### src/rtl/if_fetch_pkg.sv
// Shared definitions for the instruction-fetch stage and the IF/ID register.
//   - default address/instruction widths and the PC increment
//   - NOP_INSTR: value shown in a flushed pipeline register
//   - fetch_state_e: fetch controller states
package if_fetch_pkg;

  localparam int ADDR_W  = 32;
  localparam int INSTR_W = 32;
  localparam int PC_STEP = 4;

  localparam logic [INSTR_W-1:0] NOP_INSTR = 32'h0000_0000;

  typedef enum logic [1:0] {
    ST_IDLE    = 2'd0,
    ST_FETCH   = 2'd1,
    ST_HOLD    = 2'd2,
    ST_DISCARD = 2'd3
  } fetch_state_e;

endpackage

### src/rtl/if_id_reg.sv
// Pipeline register carrying {valid, instruction, pc} between two stages.
// Ports:
//   clk, rst        clock and synchronous active-high reset
//   load            capture d_instr/d_pc and mark the entry valid
//   flush           invalidate the entry (instr forced to NOP); wins over load
//   d_instr, d_pc   data to capture on load
//   q_valid, q_instr, q_pc  registered outputs
// With neither load nor flush the register holds (stall).
module if_id_reg #(
  parameter int AW = 32,
  parameter int IW = 32,
  parameter logic [IW-1:0] NOP = '0
) (
  input  logic          clk,
  input  logic          rst,
  input  logic          load,
  input  logic          flush,
  input  logic [IW-1:0] d_instr,
  input  logic [AW-1:0] d_pc,
  output logic          q_valid,
  output logic [IW-1:0] q_instr,
  output logic [AW-1:0] q_pc
);

  logic          valid_d, valid_q;
  logic [IW-1:0] instr_d, instr_q;
  logic [AW-1:0] pc_d, pc_q;

  // Next-state selection: flush, then load, otherwise hold.
  always_comb begin
    valid_d = valid_q;
    instr_d = instr_q;
    pc_d    = pc_q;
    if (flush) begin
      valid_d = 1'b0;
      instr_d = NOP;
    end else if (load) begin
      valid_d = 1'b1;
      instr_d = d_instr;
      pc_d    = d_pc;
    end else begin
      valid_d = valid_q;
    end
  end

  // Register update with synchronous reset.
  always_ff @(posedge clk) begin
    if (rst) begin
      valid_q <= 1'b0;
      instr_q <= '0;
      pc_q    <= '0;
    end else begin
      valid_q <= valid_d;
      instr_q <= instr_d;
      pc_q    <= pc_d;
    end
  end

  assign q_valid = valid_q;
  assign q_instr = instr_q;
  assign q_pc    = pc_q;

endmodule

### src/rtl/if_fetch_stage.sv
// Instruction-fetch stage: owns the PC, talks to instruction memory through a
// req/ack handshake (wait states allowed, one request outstanding) and fills
// the IF/ID register for the decode stage.
// Ports:
//   clk, rst                 clock, synchronous active-high reset
//   freeze                   hazard stall: hold PC and IF/ID
//   branch_taken/addr        EXE redirect: new PC, flush IF/ID
//   imem_req/addr            fetch request and address
//   imem_ack/rdata           fetch response
//   id_valid/instr/pc        IF/ID contents (id_pc = fetch address + PC_STEP)
module if_fetch_stage #(
  parameter int ADDR_W  = if_fetch_pkg::ADDR_W,
  parameter int INSTR_W = if_fetch_pkg::INSTR_W,
  parameter int PC_STEP = if_fetch_pkg::PC_STEP,
  parameter logic [ADDR_W-1:0] RESET_PC = '0
) (
  input  logic               clk,
  input  logic               rst,
  input  logic               freeze,
  input  logic               branch_taken,
  input  logic [ADDR_W-1:0]  branch_addr,
  output logic               imem_req,
  output logic [ADDR_W-1:0]  imem_addr,
  input  logic               imem_ack,
  input  logic [INSTR_W-1:0] imem_rdata,
  output logic               id_valid,
  output logic [INSTR_W-1:0] id_instr,
  output logic [ADDR_W-1:0]  id_pc
);

  import if_fetch_pkg::*;

  fetch_state_e       state_d, state_q;
  logic [ADDR_W-1:0]  pc_d, pc_q;
  logic [ADDR_W-1:0]  req_addr_d, req_addr_q;
  logic [INSTR_W-1:0] hold_buf_d, hold_buf_q;
  logic               ifid_load, ifid_flush;
  logic [INSTR_W-1:0] ifid_instr;
  logic [ADDR_W-1:0]  pc_inc;

  // Modulo 2^ADDR_W increment, so the top of the address space wraps to 0.
  assign pc_inc = pc_q + ADDR_W'(PC_STEP);

  // Fetch controller: next state, PC, latched request address and IF/ID controls.
  always_comb begin
    state_d    = state_q;
    pc_d       = pc_q;
    req_addr_d = req_addr_q;
    hold_buf_d = hold_buf_q;
    ifid_load  = 1'b0;
    ifid_flush = 1'b0;
    ifid_instr = imem_rdata;
    case (state_q)
      ST_IDLE: begin
        state_d = ST_FETCH;
      end
      ST_FETCH: begin
        if (branch_taken) begin
          pc_d       = branch_addr;
          ifid_flush = 1'b1;
          if (!imem_ack) begin
            // Request is still in flight: remember its address and drain it.
            req_addr_d = pc_q;
            state_d    = ST_DISCARD;
          end else begin
            state_d = ST_FETCH;
          end
        end else if (imem_ack) begin
          if (freeze) begin
            // Data arrived while ID is stalled: park it instead of refetching.
            hold_buf_d = imem_rdata;
            state_d    = ST_HOLD;
          end else begin
            ifid_load = 1'b1;
            pc_d      = pc_inc;
          end
        end else if (!freeze) begin
          ifid_flush = 1'b1;  // wait state: present a bubble
        end else begin
          ifid_flush = 1'b0;
        end
      end
      ST_HOLD: begin
        if (branch_taken) begin
          hold_buf_d = '0;
          pc_d       = branch_addr;
          ifid_flush = 1'b1;
          state_d    = ST_FETCH;
        end else if (!freeze) begin
          ifid_load  = 1'b1;
          ifid_instr = hold_buf_q;
          pc_d       = pc_inc;
          state_d    = ST_FETCH;
        end else begin
          state_d = ST_HOLD;
        end
      end
      ST_DISCARD: begin
        if (branch_taken) begin
          pc_d       = branch_addr;
          ifid_flush = 1'b1;
        end else begin
          pc_d = pc_q;
        end
        if (imem_ack) begin
          state_d = ST_FETCH;
        end else begin
          state_d = ST_DISCARD;
        end
      end
      default: begin
        state_d = ST_IDLE;
      end
    endcase
  end

  // Controller state registers with synchronous reset.
  always_ff @(posedge clk) begin
    if (rst) begin
      state_q    <= ST_IDLE;
      pc_q       <= RESET_PC;
      req_addr_q <= RESET_PC;
      hold_buf_q <= '0;
    end else begin
      state_q    <= state_d;
      pc_q       <= pc_d;
      req_addr_q <= req_addr_d;
      hold_buf_q <= hold_buf_d;
    end
  end

  assign imem_req  = (state_q == ST_FETCH) || (state_q == ST_DISCARD);
  assign imem_addr = (state_q == ST_FETCH) ? pc_q : req_addr_q;

  if_id_reg #(
    .AW  (ADDR_W),
    .IW  (INSTR_W),
    .NOP (INSTR_W'(NOP_INSTR))
  ) u_if_id (
    .clk     (clk),
    .rst     (rst),
    .load    (ifid_load),
    .flush   (ifid_flush),
    .d_instr (ifid_instr),
    .d_pc    (pc_inc),
    .q_valid (id_valid),
    .q_instr (id_instr),
    .q_pc    (id_pc)
  );

endmodule

### config.mk
export PLATFORM = sky130hd
export DESIGN_NAME = if_fetch_stage
export DESIGN_NICKNAME = d
export VERILOG_FILES = /design/src/rtl/if_fetch_pkg.sv /design/src/rtl/if_id_reg.sv /design/src/rtl/if_fetch_stage.sv
export SDC_FILE = /design/constraint.sdc
export NUM_CORES = 1
export LEC_CHECK = 0
export BUFFER_PORTS_ARGS = -buffer_cell sky130_fd_sc_hd__clkbuf_2
export CORE_MARGIN = 4
export CORE_UTILIZATION = 49
export CTS_CLUSTER_SIZE = 20
export DETAILED_ROUTE_END_ITERATION = 10
export PLACE_DENSITY = 0.76
export SYNTH_ARGS = -nofsm -noshare
export SYNTH_HDL_FRONTEND = slang
export SYNTH_SLANG_ARGS = --single-unit
### constraint.sdc
create_clock -name clk -period 2.15 [get_ports clk]
set_input_delay 0.1075 -clock clk [delete_from_list [all_inputs] [get_ports clk]]
set_output_delay 0.1075 -clock clk [all_outputs]
set_load 0.005 [all_outputs]
* After elaboration in Yosys (flattened, before gate mapping)
Index checks and enable logic that the tools add are counted. W data, S select, Z words.
Word-level totals: register bits 163, input bits 69, output and inout port bits 98, logic and storage cells 60
Operators by class: $add $sub $neg 1, equality and inequality tests 9, multiplexer cells 30, bitwise operators 2, reduce and logical (&&, ||, !) cells 11
Operators with widths (count):
- $mux W32 | 12
- $pmux W32 S3 | 1
- $pmux W32 S2 | 1
- $add A32 B3 Y32 const B | 1
- $mux W2 | 6
- $ne A2 B2 Y1 const B | 4
- $pmux W2 S4 | 1
- $mux W1 | 7
- $ne A3 B3 Y1 const B | 2
- $reduce_and A3 Y1 | 2
- $eq A2 B2 Y1 const B | 2
- $pmux W1 S2 | 2
- $reduce_and A2 Y1 | 2
- $reduce_and A4 Y1 | 1
- $reduce_or A2 Y1 | 2
- $reduce_bool A3 Y1 | 1
- $eq A2 B1 Y1 const B | 1
- $logic_not A2 Y1 | 1
- $not A1 Y1 | 2
- $reduce_bool A2 Y1 | 1
- $logic_or A1 B1 Y1 | 1

* Logic depth before layout (Yosys ltp)
depth after elaboration 6, gate-level depth with buffers 10, gate-level depth less buffers 8

* Cells and area by module
From an unflattened synthesis, not the netlist that was laid out.
Unflattened totals: cell total of the unflattened synthesis 929, area, all modules 8131.5 µm²
Modules (own cells, without submodules):
- if_fetch_stage | times used 1, cells each 676, area an instance 5447.7 µm², sequential area each 1961.9 µm²
- if_id_reg | times used 1, cells each 253, area an instance 2683.8 µm², sequential area each 1301.2 µm²

* Least setup slack after synthesis
No wires, ideal clock.
kind register to register, from reg state_q[1], to reg u_if_id.pc_q[28] (netlist: u_if_id.q_pc[28]), library setup time 0.117 ns, arrival time 2.100 ns, setup slack -0.067 ns, cell stages (with the launch flop) 11, path buffers 3, period minus slack after synthesis 2.217 ns, cell sequence dfxtp_1 > inv_1 > ha_1 > clkbuf_1 > nor3b_1 > o221a_2 > nor2b_1 > clkbuf_1 > buf_1 > nor2_1 > o2bb2ai_1
On the way: longest elaborated chain between the ends 5, elaborated cells on any way between the ends 8
RTL lines:
- start, declared | RTL line if_fetch_stage.sv:33 | fetch_state_e state_d, state_q;
- start signal, assigned | RTL line if_fetch_stage.sv:125 | state_q <= state_d;
- $eq A2 B2 Y1 | RTL line if_fetch_stage.sv:53 | case (state_q)
- $reduce_or A2 Y1 (no source line)
- $pmux W1 S2 | RTL line if_fetch_stage.sv:53
- $not A1 Y1 (no source line)
- $reduce_and A2 Y1 (no source line) *
- end signal, assigned | RTL line if_id_reg.sv:55 | pc_q <= pc_d;
- end, declared | RTL line if_id_reg.sv:27 | logic [AW-1:0] pc_d, pc_q;
Mark *: on every way between the ends. The rest lies on a longest branch, timed or not. A chain may end at the register's enable or synchronous reset.

* Worst setup path after layout
from reg state_q[0], to reg u_if_id.pc_q[18] (netlist: u_if_id.q_pc[18])
The elaborated chain is that of the path after synthesis.

==> metrics.txt <==
# TYPE chip_impl_metric gauge
chip_impl_metric{name="totalWireLength",unit="mm"} 22.5
chip_impl_metric{name="maxClockFrequency",unit="GHz"} 0.474
chip_impl_metric{name="yosysSeqAreaShare",unit=""} 0.428
chip_impl_metric{name="async_reset_ff_frac",unit=""} 0
chip_impl_metric{name="synth.distinct_cells",unit=""} 55
chip_impl_metric{name="setup-violations-final",unit=""} 0
chip_impl_metric{name="instances_no_fill",unit=""} 1319
chip_impl_metric{name="placed_area",unit="mm2"} 0.00889
chip_impl_info{name="gr-max-usage-layer",value="met2"} 1
chip_impl_metric{name="global_route_wire_length_before_repair",unit="mm"} 34.8
chip_impl_metric{name="insertion_delay",unit="ps"} 430
chip_impl_metric{name="largest_net_degree_at_the_start_of_global_routing",unit=""} 66
chip_impl_metric{name="cts_max_path_buffers",unit=""} 2
chip_impl_metric{name="rel_slew_slack",unit=""} 0.517
chip_impl_metric{name="min_period_over_period",unit=""} 0.980
chip_impl_info{name="ys.flop_type",value="dfxtp_1"} 1
chip_impl_metric{name="starting_drt_drc_count",unit=""} 662
chip_impl_metric{name="groute.layer.met3.usage",unit=""} 0.0787
chip_impl_metric{name="timing.reg2reg.setup_slack",unit="ps"} 40
chip_impl_metric{name="critical_path.max_fanout",unit=""} 20
chip_impl_metric{name="synth_edf_count",unit=""} 0
chip_impl_metric{name="grt_util_all_layers",unit=""} 0.242
chip_impl_info{name="crit_path_end_kind",value="flip-flop"} 1
chip_impl_info{name="worstSetupStartpointType",value="flip-flop"} 1
chip_impl_metric{name="initial_utilization",unit=""} 0.502
chip_impl_metric{name="syn-num-nets",unit=""} 983
chip_impl_metric{name="drt_drc_violations_left",unit=""} 0
chip_impl_metric{name="drive_above_1_share",unit=""} 0.291
chip_impl_info{name="critPathKind",value="flip-flop to flip-flop"} 1
chip_impl_metric{name="area.growth.synth_to_final",unit="%"} 33.0
chip_impl_metric{name="report.final.hold_viol_count",unit=""} 0
chip_impl_metric{name="synthesis.instances",unit=""} 909
chip_impl_info{name="crit_chain",value="inv_1 -> ha_2 -> buf_4 -> a21oi_1 -> and3b_2 -> nor2b_4 -> buf_12 -> buf_6 -> clkbuf_16 -> a211oi_1"} 1
chip_impl_metric{name="met1_usage",unit=""} 0.295
chip_impl_metric{name="wire_per_inst",unit="um"} 17.0
chip_impl_metric{name="antenna_cells_inserted",unit=""} 0
chip_impl_metric{name="layout.cell_area.non_filler",unit="mm2"} 0.0101
chip_impl_metric{name="register_area",unit="mm2"} 0.00327
chip_impl_metric{name="cpPeakStageDelay",unit="ps"} 360
chip_impl_metric{name="worst_endpoint_required_time",unit="ps"} 2480
chip_impl_metric{name="slew_at_the_pin_closest_to_its_max_slew_limit",unit="ps"} 724
chip_impl_metric{name="place.detailed.hpwl",unit="mm"} 14.5
chip_impl_metric{name="grt.overflow.total",unit=""} 0
chip_impl_info{name="hold_path.class",value="input pin to flip-flop"} 1
chip_impl_metric{name="io_pins",unit=""} 167
chip_impl_info{name="slowest_stage",value="dfxtp_1"} 1
chip_impl_metric{name="place_inst",unit=""} 1235
chip_impl_metric{name="buffer_ports.inserted",unit=""} 166
chip_impl_metric{name="route.antenna.remaining_nets",unit=""} 0
chip_impl_metric{name="gp_congestion",unit=""} 0.884
chip_impl_metric{name="htree_num_levels",unit=""} 4
chip_impl_metric{name="detailroute.via_count",unit=""} 7488
chip_impl_info{name="yosys.area.top_type",value="dfxtp_1"} 1
chip_impl_info{name="yosysMostFrequentCell",value="dfxtp_1"} 1
chip_impl_metric{name="number_of_antenna_violations_at_the_first_check_in_global_routing",unit=""} 0
chip_impl_metric{name="detail_route.vias_per_cell",unit=""} 5.68
chip_impl_metric{name="design.core.area",unit="mm2"} 0.0152
chip_impl_metric{name="clock_skew",unit="ps"} 6.75
chip_impl_metric{name="clock-sinks",unit=""} 163
chip_impl_metric{name="drt_first_pass_iters",unit=""} 5
chip_impl_info{name="tritoncts",value="done"} 1
chip_impl_metric{name="cts_buffers",unit=""} 17
chip_impl_metric{name="num-fill-cells",unit=""} 1225
chip_impl_metric{name="nets",unit=""} 1192
chip_impl_info{name="synth_top_cells_by_area",value="dfxtp_1, nor2_1, a211oi_1"} 1
chip_impl_info{name="outcome",value="completed"} 1
chip_impl_metric{name="post_synthesis_register_bit_count",unit=""} 163
chip_impl_metric{name="synth_top_cell_area_share",unit=""} 0.428
chip_impl_metric{name="total_leakage_power",unit="nW"} 3.92
chip_impl_metric{name="syn_area",unit="mm2"} 0.00763
chip_impl_metric{name="width_of_the_die",unit="um"} 133
chip_impl_metric{name="worst_setup_hold_path_clk_slew",unit="ps"} 70
chip_impl_metric{name="max-cap-violations",unit=""} 0
chip_impl_metric{name="irDropWorstVdd",unit="mV"} 0.610
chip_impl_metric{name="power.density",unit="mW/mm2"} 751
chip_impl_metric{name="multiInputGateArea",unit="mm2"} 0.00407
chip_impl_metric{name="final-max-slew-violation-count",unit=""} 0
chip_impl_info{name="synth.cells.most_frequent",value="dfxtp_1, nor2_1, nand2_1, a21oi_1, clkbuf_1"} 1
chip_impl_metric{name="grt_pass1_vias",unit=""} 7012
chip_impl_metric{name="synth.yosys.warnings",unit=""} 0
chip_impl_info{name="root_buffer_cell",value="clkbuf_16"} 1
chip_impl_metric{name="post-route-min-period",unit="ps"} 2110
chip_impl_info{name="rsz0062_at_grt",value="yes"} 1
chip_impl_metric{name="rows",unit=""} 45
chip_impl_metric{name="worst-endpoint-arrival",unit="ps"} 2440
chip_impl_metric{name="syn-mean-instance-area",unit="um2"} 8.39
chip_impl_metric{name="grt_use_met2",unit=""} 0.402
chip_impl_metric{name="dieArea",unit="mm2"} 0.0176
chip_impl_metric{name="die_h",unit="um"} 133
==> metrics by stage <==
stage / setup slack (ps) / hold slack [ps] / total power (W) / util / setup TNS, ps
5_1_grt: -69.6 / 27.9 / 0.00791 / 0.667 / -135
3_5_place_dp: -27.2 / 354 / 0.00439 / 0.585 / -197
6_report: 42.4 / 10.5 / 0.00762 / 0.667 / 0
4_1_cts: -15.7 / 2.30 / 0.00759 / 0.653 / -17.7
2_1_floorplan: 12.4 / 255 / 0.00394 / - / 0
3_3_place_gp: 47.1 / 340 / 0.00437 / 0.585 / 0
==> placed cells by master (no fill, tap or decap), drive strengths merged, types with 6 or more instances in the layout <==
cell         Yosys  routed
xor2             9       9
inv             10      14
a32oi            6       6
mux2            32      32
nor3             8       8
and2             9       9
a21oi           67      67
mux2i           40      40
nand2b           9       9
buf             20      65
a31oi            7       7
dfxtp          163     163
clkinv           1       6
nand4            7       7
xnor2           18      18
a211oi          57      57
dlygate4sd3      0      42
clkbuf          65     187
nor2           130     130
o21ai           15      15
nand2          111     111
nand3           19      19
a22oi           35      35
nor4            13      13
==> power breakdown <==
part           internal (W)  leakage [nW]  total, W  switching, W
Sequential          0.00314          1.32   0.00323     0.0000933
Clock               0.00188         0.299   0.00317       0.00129
Combinational      0.000548          2.30   0.00122      0.000674
Total               0.00556          3.92   0.00762       0.00206
==> final timing paths <==
kind / to / depth (start not counted) / start
worst max-delay path: u_if_id.q_pc[18] / 10 / state_q[0]
worst min-delay path: pc_q[24] / 4 / branch_addr[24]
worst max register to register: u_if_id.q_pc[18] / 10 / state_q[0]
worst min register to register: req_addr_q[3] / 2 / req_addr_q[3]
==> cell families (layout without fill, tap and decap cells) <==
| logic type | count (synthesis) | in the layout | synth area share |
|---|---|---|---|
| XOR/XNOR | 27 | 27 | 0.0310 |
| AO/OA/AOI/OAI | 216 | 216 | 0.189 |
| multiplexers | 72 | 72 | 0.0997 |
| buffers and inverters | 96 | 318 | 0.0500 |
| AND/OR/NAND/NOR | 330 | 330 | 0.194 |
| flip-flops | 163 | 163 | 0.428 |
| adder cells (fa/ha/maj) | 5 | 5 | 0.00820 |
==> timing repair <==
item                                    CTS  global route
endpoints found under the setup margin   17           101
pin swaps                                 0             2
hold endpoints to repair                 44             0
gates resized for setup                   1            21
hold buffers                             42             0
cloned                                    0             3
buffers inserted                          0             7
==> layout make-up <==
cell class	count	area share
Clock buffer	19	0.0437
Clock inverter	13	0.0170
Inverter	11	0.00407
Multi-Input combinational cell	650	0.401
Sequential cell	163	0.322
Tap cell	188	0.0232
Timing Repair Buffer	275	0.189
==> per-layer routing <==
layer,share of wire,wire length (um)
met1,0.42,9420
met2,0.49,10900
met3,0.075,1680
met4,0.021,464
met5,0,0
==> sequential cells by signal (all words and copies together), names as in the netlist <==
register	count
hold_buf_q	32
pc_q	32
req_addr_q	32
state_q	2
u_if_id.q_instr	32
u_if_id.q_pc	32
u_if_id.q_valid	1
==> critical path: cells and delay by family, from the launching register on <==
kind,cells,cell delay (ps)
buffers and inverters,5,670
and+or+nand+nor,2,400
DFF,1,360
AOI/OAI and AO/OA,2,360
adders and majority gates,1,220
Note: power is estimated with default switching activity, not from simulation.
